--- src/rtl/matbi_cmd_burst_gen.sv ---
// matbi_cmd_burst_gen
// Turns one command word (start address + beat count minus one) into a burst
// of address beats on a valid/ready stream. A new command can be taken on the
// same cycle as the last beat of the current burst, so bursts run back to back.
module matbi_cmd_burst_gen #(
    parameter int CMD_WIDTH   = 32,
    parameter int ADDR_WIDTH  = CMD_WIDTH - 8,
    parameter int ADDR_STRIDE = 4
) (
    input  logic                  clk,
    input  logic                  reset,
    input  logic                  s_valid,
    output logic                  s_ready,
    input  logic [CMD_WIDTH-1:0]  s_data,
    output logic                  m_valid,
    input  logic                  m_ready,
    output logic [ADDR_WIDTH-1:0] m_addr,
    output logic [7:0]            m_idx,
    output logic                  m_last,
    output logic                  o_busy,
    output logic                  o_done
);

    typedef enum logic [0:0] {
        IDLE = 1'b0,
        RUN  = 1'b1
    } state_t;

    state_t                  state_reg;
    logic                    valid_reg;
    logic [ADDR_WIDTH-1:0]   addr_reg;
    logic [7:0]              idx_reg;
    logic [7:0]              len_reg;
    logic                    last_reg;
    logic                    done_reg;

    logic                    cmd_fire;
    logic                    beat_fire;
    logic [ADDR_WIDTH-1:0]   cmd_addr;
    logic [7:0]              cmd_len;
    logic [7:0]              idx_next;
    logic [ADDR_WIDTH-1:0]   addr_next;

    // Command fields; only consumed on an accepting handshake.
    assign cmd_addr  = ADDR_WIDTH'(s_data[CMD_WIDTH-1:8]);
    assign cmd_len   = s_data[7:0];

    // idx never passes len_reg (at most 255), so the 8-bit increment cannot wrap.
    assign idx_next  = idx_reg + 8'd1;
    // Address increments wrap naturally inside ADDR_WIDTH bits.
    assign addr_next = addr_reg + ADDR_WIDTH'(ADDR_STRIDE);

    // While bursting, a command is taken only alongside the final beat handshake.
    assign s_ready   = (state_reg == IDLE) ? 1'b1 : (m_ready & last_reg);

    assign cmd_fire  = s_valid & s_ready;
    assign beat_fire = valid_reg & m_ready;

    assign m_valid   = valid_reg;
    assign m_addr    = addr_reg;
    assign m_idx     = idx_reg;
    assign m_last    = last_reg;
    assign o_busy    = (state_reg == RUN);
    assign o_done    = done_reg;

    // Burst sequencer: loads commands, steps beats on handshake, reloads on the last beat.
    always_ff @(posedge clk or posedge reset) begin
        if (reset) begin
            state_reg <= IDLE;
            valid_reg <= 1'b0;
            addr_reg  <= '0;
            idx_reg   <= '0;
            len_reg   <= '0;
            last_reg  <= 1'b0;
            done_reg  <= 1'b0;
        end else begin
            done_reg <= beat_fire & last_reg;
            case (state_reg)
                IDLE: begin
                    if (cmd_fire) begin
                        state_reg <= RUN;
                        valid_reg <= 1'b1;
                        addr_reg  <= cmd_addr;
                        idx_reg   <= 8'd0;
                        len_reg   <= cmd_len;
                        last_reg  <= (cmd_len == 8'd0);
                    end
                end
                RUN: begin
                    if (beat_fire) begin
                        if (last_reg) begin
                            if (cmd_fire) begin
                                // Back-to-back: first beat of the next burst follows immediately.
                                addr_reg <= cmd_addr;
                                idx_reg  <= 8'd0;
                                len_reg  <= cmd_len;
                                last_reg <= (cmd_len == 8'd0);
                            end else begin
                                state_reg <= IDLE;
                                valid_reg <= 1'b0;
                                last_reg  <= 1'b0;
                            end
                        end else begin
                            addr_reg <= addr_next;
                            idx_reg  <= idx_next;
                            last_reg <= (idx_next == len_reg);
                        end
                    end
                end
                default: begin
                    state_reg <= IDLE;
                    valid_reg <= 1'b0;
                end
            endcase
        end
    end

endmodule

--- config.mk ---
export PLATFORM = sky130hd
export DESIGN_NAME = matbi_cmd_burst_gen
export DESIGN_NICKNAME = d
export VERILOG_FILES = /design/src/rtl/matbi_cmd_burst_gen.sv
export SDC_FILE = /design/constraint.sdc
export NUM_CORES = 1
export LEC_CHECK = 0
export ABC_AREA = 0
export CORE_MARGIN = 3
export CORE_UTILIZATION = 50
export CTS_CLUSTER_SIZE = 30
export DETAILED_ROUTE_END_ITERATION = 7
export PLACE_DENSITY_LB_ADDON = 0.25
export REMOVE_ABC_BUFFERS = 1
export SYNTH_ARGS = -nofsm -noshare
export SYNTH_HDL_FRONTEND = slang
export SYNTH_SLANG_ARGS = --single-unit
--- constraint.sdc ---
create_clock -name clk -period 2.8 [get_ports clk]
set_clock_uncertainty 0.05 [all_clocks]
set_input_delay 0.42 -clock clk [delete_from_list [all_inputs] [get_ports clk]]
set_output_delay 0.42 -clock clk [all_outputs]
set_load 0.005 [all_outputs]
==> flow_summary.json, run 1 <==
{
  "status": "finished, final reports clean",
  "core_um2": 4850,
  "hold_ws_ns": 0.444,
  "maxSlewHeadroom": 0.624,
  "grt_pass1_vias": 2490,
  "final_nets": 417,
  "overflow": 0,
  "vias": 2694,
  "n_antenna_cell": 0,
  "syn2layout_area_growth_pct": 34.2,
  "crit_path_end_kind": "flop",
  "p_per_area_nw_per_um2": 899,
  "tightest_slew_ns": 0.563,
  "hold-path-endpoint": "m_addr[0]$_DFFE_PP0P_",
  "synth_ff_type": "dfrtp_1",
  "synth_top_area_cell": "dfrtp_1",
  "holdPathStages": 2,
  "synthArstFlopShare": 1.00,
  "dpl.hpwl_um": 5100,
  "dieHeight_um": 77.7,
  "setup_violations": 0,
  "port_buffers": 72,
  "start_util": 0.530,
  "cts_tree": "yes",
  "clock_latency_ns": 0.29,
  "path_cells": "clkdlybuf4s50_1 > nor2b_1 > a21oi_1 > nor4_1 > nand3_1 > o31ai_1",
  "worst-setup-path-type": "input port to flop",
  "worstPathRequired_ns": 2.95,
  "core.rowCount": 25,
  "ios": 73,
  "ys_seq_area_frac": 0.428,
  "fin_total_pwr_w": 0.00310,
  "cp_top_family": "simple AND/OR/NAND/NOR gates",
  "grt_first_pass_wirelength_um": 11700,
  "nFillCells": 384,
  "timing.rr.end": "m_addr[20]$_DFFE_PP0P_",
  "max_freq_mhz": 446,
  "cp_data_arrival_time_ns": 2.39,
  "postRouteAntennaNets": 0,
  "cp_max_fo": 12,
  "cpPeakStageDelay_ns": 0.72,
  "crit_slowest_cell": "clkdlybuf4s50_1",
  "cts_inserted_buffers": 5,
  "finalHoldViolCount": 0,
  "synthDistinctLibCells": 49,
  "r2r_start": "m_addr[2]$_DFFE_PP0P_",
  "cts_sinks": 44,
  "grt_antenna_before_repair": 0,
  "path_buf_inv": 1,
  "drt_wl_total_um": 7170,
  "ctsResizeCount": 0,
  "grt_use_total": 0.241,
  "viasPerCell": 6.03,
  "first_pass_iters": 5,
  "cp-start-kind": "input port",
  "max-cap-violations": 0,
  "p_leak_nw": 1.39,
  "ff2ff_path_depth": 6,
  "period_needed_ns": 2.24,
  "cts_setup_buffers": 0,
  "synth_edf_count": 0,
  "fin_setup_tns_ns": 0,
  "min_path_type": "flop to flop",
  "yosys_warnings": 0,
  "largest_register_ff_count": 24,
  "fp.dieW_um": 77.7,
  "ys_top_cells_by_area": "dfrtp_1 (43%), nand2_1 (8.5%), a21oi_1 (4.5%), o21ai_0 (4.5%), nand3_1 (3.9%)",
  "synth.avg_cell_area_um2": 8.29,
  "min-delay-start": "m_addr[0]$_DFFE_PP0P_",
  "cts_max_path_buffers": 2,
  "htreeDepth": 2,
  "wl_per_cell_um": 16.0,
  "rrSetupSlack_ns": 0.62,
  "synth_seq_cells": 44,
  "synthCells": 310,
  "drv_slew": 0,
  "drc": 0,
  "fin_ws_ns": 0.559,
  "path_clk_slew_ns": 0.08,
  "cts_root_buf": "clkbuf_8",
  "drive_gt1_frac": 0.0605,
  "place_congestion": 0.880,
  "die-area_um2": 6040,
  "netlist_area_um2": 2570,
  "grt_max_degree": 45,
  "place_ws_ns": 0.304,
  "drt_iter0_markers": 168,
  "hold_buffers": 0,
  "synth_top_cell_area_share": 0.428,
  "final_util": 0.711,
  "finalCritPeriodShare": 0.801,
  "grt_setup_unrepaired": "false",
  "ir_drop_mv": 0.542
}
## worst min-delay path, delay by kind of cell, from the launching register on
kind | cells | cell delay [ns]
AND/OR/NAND/NOR | 2 | 0.11
flip-flops | 1 | 0.35
## power breakdown
group          internal (W)  switching, W
clock network      0.000201      0.000209
registers          0.000861      0.000287
logic              0.000767      0.000776
## placed cells by master, fill, tap and decap left out, types with 2 or more instances in the layout
cell type	n
nor2_1	23
buf_4	9
a21oi_1	23
mux2i_1	2
a32oi_1	2
a21o_1	3
clkdlybuf4s50_1	72
ha_1	2
clkbuf_8	6
dfrtp_1	44
nor4_1	4
nand4_1	5
clkbuf_1	2
nor3_1	6
xnor2_1	7
xor2_1	6
o32ai_1	3
o21ai_0	23
o22ai_1	11
inv_1	8
nand2_1	58
nand3_2	2
and2_1	2
a311oi_1	2
nor2b_1	3
nand3_1	20
and4_1	2
a21bo_2	2
a22o_1	2
a31oi_1	3
o31ai_1	5
## worst max path at each step
stage | from | endpoint | slack (ns) | cells past startpoint
floorplan | o_busy$_DFF_PP0_ | m_addr[17]$_DFFE_PP0P_ | 0.40 | 5
finish | s_valid | m_last$_DFFE_PP0P_ | 0.56 | 6
CTS | m_ready | s_ready | 0.57 | 3
global route | s_valid | m_last$_DFFE_PP0P_ | 0.42 | 6
global placement | s_valid | m_last$_DFFE_PP0P_ | 0.32 | 6
detailed placement | s_valid | m_last$_DFFE_PP0P_ | 0.30 | 6
## layer usage
| metal | global-route usage | up-vias | wire length [um] | share of wire |
|---|---|---|---|---|
| met3 | 0.0418 | 13 | 602 | 0.084 |
| met4 | 0.105 | 0 | 111 | 0.015 |
| met2 | 0.396 | 152 | 3550 | 0.50 |
| met1 | 0.310 | 1271 | 2900 | 0.40 |
| met5 | 0 | - | 0 | 0 |
| li1 | - | 1258 | - | - |
## synth_stat cells (5+ instances only)
cell / instances
xor2_1: 6
a21oi_1: 23
xnor2_1: 7
nand3_1: 20
o31ai_1: 5
inv_1: 8
nor2_1: 23
o21ai_0: 23
o22ai_1: 11
nand4_1: 5
nand2_1: 58
clkbuf_1: 13
dfrtp_1: 44
nor3_1: 6
## layout make-up
class	instances	area [um^2]	share of cell area
repair buffers	81	788	0.229
well taps	67	83.8	0.0243
multi-input cells	239	1360	0.393
inverters	8	30.0	0.00871
flip-flops and latches	44	1100	0.319
clock buffers	8	90.1	0.0261
## through the flow
stage	std cells	instance area, um^2
floorplan	291	2490
global placement	439	3360
detailed placement	439	3360
CTS	447	3450
global route	447	3450
finish	447	3450
## cells by family after synthesis
kind of cell	share of synthesized area
flip-flops	0.428
XOR/XNOR	0.0443
AND/OR/NAND/NOR	0.257
AO/OA/AOI/OAI	0.209
multiplexers	0.00779
adder cells (fa/ha/maj)	0.00973
buffers and inverters	0.0443
(Power assumes the default switching activity.)
==> inputs of run 2 (changes only) <==
--- a/config.mk
+++ b/config.mk
@@ -7,7 +7,7 @@
 export LEC_CHECK = 0
 export ABC_AREA = 0
 export CORE_MARGIN = 3
-export CORE_UTILIZATION = 50
+export CORE_UTILIZATION = 43
 export CTS_CLUSTER_SIZE = 30
 export DETAILED_ROUTE_END_ITERATION = 7
 export PLACE_DENSITY_LB_ADDON = 0.25
==> constraint.sdc (replaced) <==
create_clock -name clk -period 2 [get_ports clk]
set_clock_uncertainty 0.05 [all_clocks]
set_input_delay 0.3 -clock clk [delete_from_list [all_inputs] [get_ports clk]]
set_output_delay 0.3 -clock clk [all_outputs]
set_load 0.005 [all_outputs]
==> flow_summary.json, run 2 (synthesized netlist as in run 1, its figures left out) <==
{
  "core.rowCount": 27,
  "worst-path-stages": 5,
  "path_cells": "nand3_1 > or4_4 > or4_1 > o31ai_1 > a21oi_1",
  "setup_violations": 0,
  "timing.rr.end": "m_addr[21]$_DFFE_PP0P_",
  "max-cap-violations": 0,
  "drt_iter0_markers": 226,
  "startpoint": "m_addr[10]$_DFFE_PP0P_",
  "drc": 0,
  "rrSetupSlack_ns": 0.1,
  "worstPathRequired_ns": 2.13,
  "vias": 2746,
  "drt_wl_total_um": 7730,
  "largest_register_ff_count": 24,
  "cts_max_path_buffers": 2,
  "crit_slowest_cell": "or4_4",
  "p_leak_nw": 1.57,
  "finalHoldViolCount": 0,
  "place_congestion": 0.904,
  "cts_root_buf": "clkbuf_8",
  "place_ws_ns": -0.00722,
  "max_freq_mhz": 526,
  "fin_ws_ns": 0.0994,
  "postRouteAntennaNets": 0,
  "crit_path_end_kind": "flop",
  "placed_area_um2": 3640,
  "cp_max_fo": 5,
  "cts_sinks": 44,
  "ff2ff_path_depth": 5,
  "path_clk_slew_ns": 0.08,
  "path_buf_inv": 0,
  "hold_ws_ns": 0.309,
  "tightest_slew_ns": 0.496,
  "grt_use_total": 0.226,
  "clock_latency_ns": 0.30,
  "fp.dieW_um": 83.3,
  "dieHeight_um": 83.3,
  "cts_tree": "yes",
  "cp-start-kind": "flop",
  "core_um2": 5640,
  "grt_antenna_before_repair": 0,
  "dpl.hpwl_um": 5680,
  "worst-setup-path-type": "flop to flop",
  "final_common_cell": "clkdlybuf4s50_1",
  "cts_inserted_buffers": 5,
  "cp_top_family": "simple AND/OR/NAND/NOR gates",
  "n_antenna_cell": 0,
  "design_area_um2": 3750,
  "die-area_um2": 6940,
  "min_path_type": "input port to asynchronous set/reset pin",
  "p_per_area_nw_per_um2": 1240,
  "syn2layout_area_growth_pct": 45.7,
  "final_nets": 451,
  "first_pass_iters": 5,
  "finalCritPeriodShare": 0.950,
  "cp_data_arrival_time_ns": 2.03,
  "ios": 73,
  "wl_per_cell_um": 15.9,
  "period_needed_ns": 1.90,
  "grt_pass1_vias": 2656,
  "grt_first_pass_wirelength_um": 12900,
  "grt_setup_unrepaired": "false",
  "port_buffers": 72,
  "htreeDepth": 2,
  "status": "finished, final reports clean",
  "drv_slew": 0,
  "drive_gt1_frac": 0.145,
  "hold_buffers": 0,
  "ir_drop_mv": 0.593,
  "start_util": 0.456,
  "fin_total_pwr_w": 0.00465,
  "final_util": 0.664,
  "grt_max_degree": 45,
  "r2r_start": "m_addr[10]$_DFFE_PP0P_",
  "cpPeakStageDelay_ns": 0.57,
  "critPathCapture": "m_addr[21]$_DFFE_PP0P_",
  "final_cell_mix": "clkdlybuf4s50_1 (72), nand2_1 (58), dfrtp_1 (42)",
  "viasPerCell": 5.66,
  "maxSlewHeadroom": 0.666,
  "overflow": 0
}
-- run 2: changes by cell type in the layout (fill, tap and decap cells not counted), sizes merged --
cell	previous run	this run
clkbuf	8	6
buf	9	43
clkinv	0	1
-- run 2: worst register-to-register path: stages (launching register included) --
cell,delay [ns]
dfrtp_1,0.40
nand3_1,0.10
or4_4,0.57
or4_1,0.48
o31ai_1,0.09
a21oi_1,0.10
-- run 2: cell type report --
cell class / instances / area, um^2
Clock buffer: 6 / 72.6
Tap cell: 72 / 90.1
Multi-Input combinational cell: 239 / 1360
Fill cell: 484 / 1890
Sequential cell: 44 / 1100
Inverter: 8 / 30.0
Clock inverter: 1 / 5.00
Timing Repair Buffer: 115 / 1080
-- run 2: layer usage --
metal | up-vias | GRT usage | share of wire
li1 | 1328 | - | -
met4 | 0 | 0.0386 | 0.015
met3 | 8 | 0.0466 | 0.064
met5 | - | 0 | 0
met2 | 120 | 0.394 | 0.50
met1 | 1290 | 0.294 | 0.42
-- run 2: stage by stage --
stage	cells	TNS (ns)
2_1_floorplan	291	-4.72
3_3_place_gp	476	0
3_5_place_dp	476	-0.00722
4_1_cts	483	0
5_1_grt	485	0
6_report	485	0
-- run 2: how the worst min path moves through the flow --
stage                          startpoint                     end  slack (ns)  cells after the start
finish                              reset   m_addr[6]$_DFFE_PP0P_        0.31                      3
global route                        reset  len_reg[3]$_DFFE_PP0P_        0.33                      3
CTS                                 reset   m_addr[6]$_DFFE_PP0P_        0.32                      3
detailed placement  m_addr[0]$_DFFE_PP0P_   m_addr[0]$_DFFE_PP0P_        0.42                      2
global placement    m_addr[0]$_DFFE_PP0P_   m_addr[0]$_DFFE_PP0P_        0.41                      2
floorplan                       s_data[0]  len_reg[0]$_DFFE_PP0P_        0.36                      2
-- run 2: report_power, final --
group / total (W) / leakage [nW] / internal (W) / switching [W]
registers: 0.00155 / 0.546 / 0.00121 / 0.000345
clock network: 0.000532 / 0.0410 / 0.000238 / 0.000294
logic: 0.00256 / 0.981 / 0.00133 / 0.00123
total: 0.00465 / 1.57 / 0.00278 / 0.00187
-- run 2: what timing repair did --
item,in CTS,in global routing
endpoints found under the setup margin,0,7
gates resized for setup,0,4
buffers inserted,0,2
==> inputs of run 3 (changes only) <==
--- a/config.mk
+++ b/config.mk
@@ -10,8 +10,10 @@
 export CORE_UTILIZATION = 43
 export CTS_CLUSTER_SIZE = 30
 export DETAILED_ROUTE_END_ITERATION = 7
+export GPL_ROUTABILITY_DRIVEN = 0
 export PLACE_DENSITY_LB_ADDON = 0.25
 export REMOVE_ABC_BUFFERS = 1
+export SLEW_MARGIN = 0
 export SYNTH_ARGS = -nofsm -noshare
 export SYNTH_HDL_FRONTEND = slang
 export SYNTH_SLANG_ARGS = --single-unit
==> results of run 3 <==
No change in the layout: final DEF, timing and power equal those of run 2.
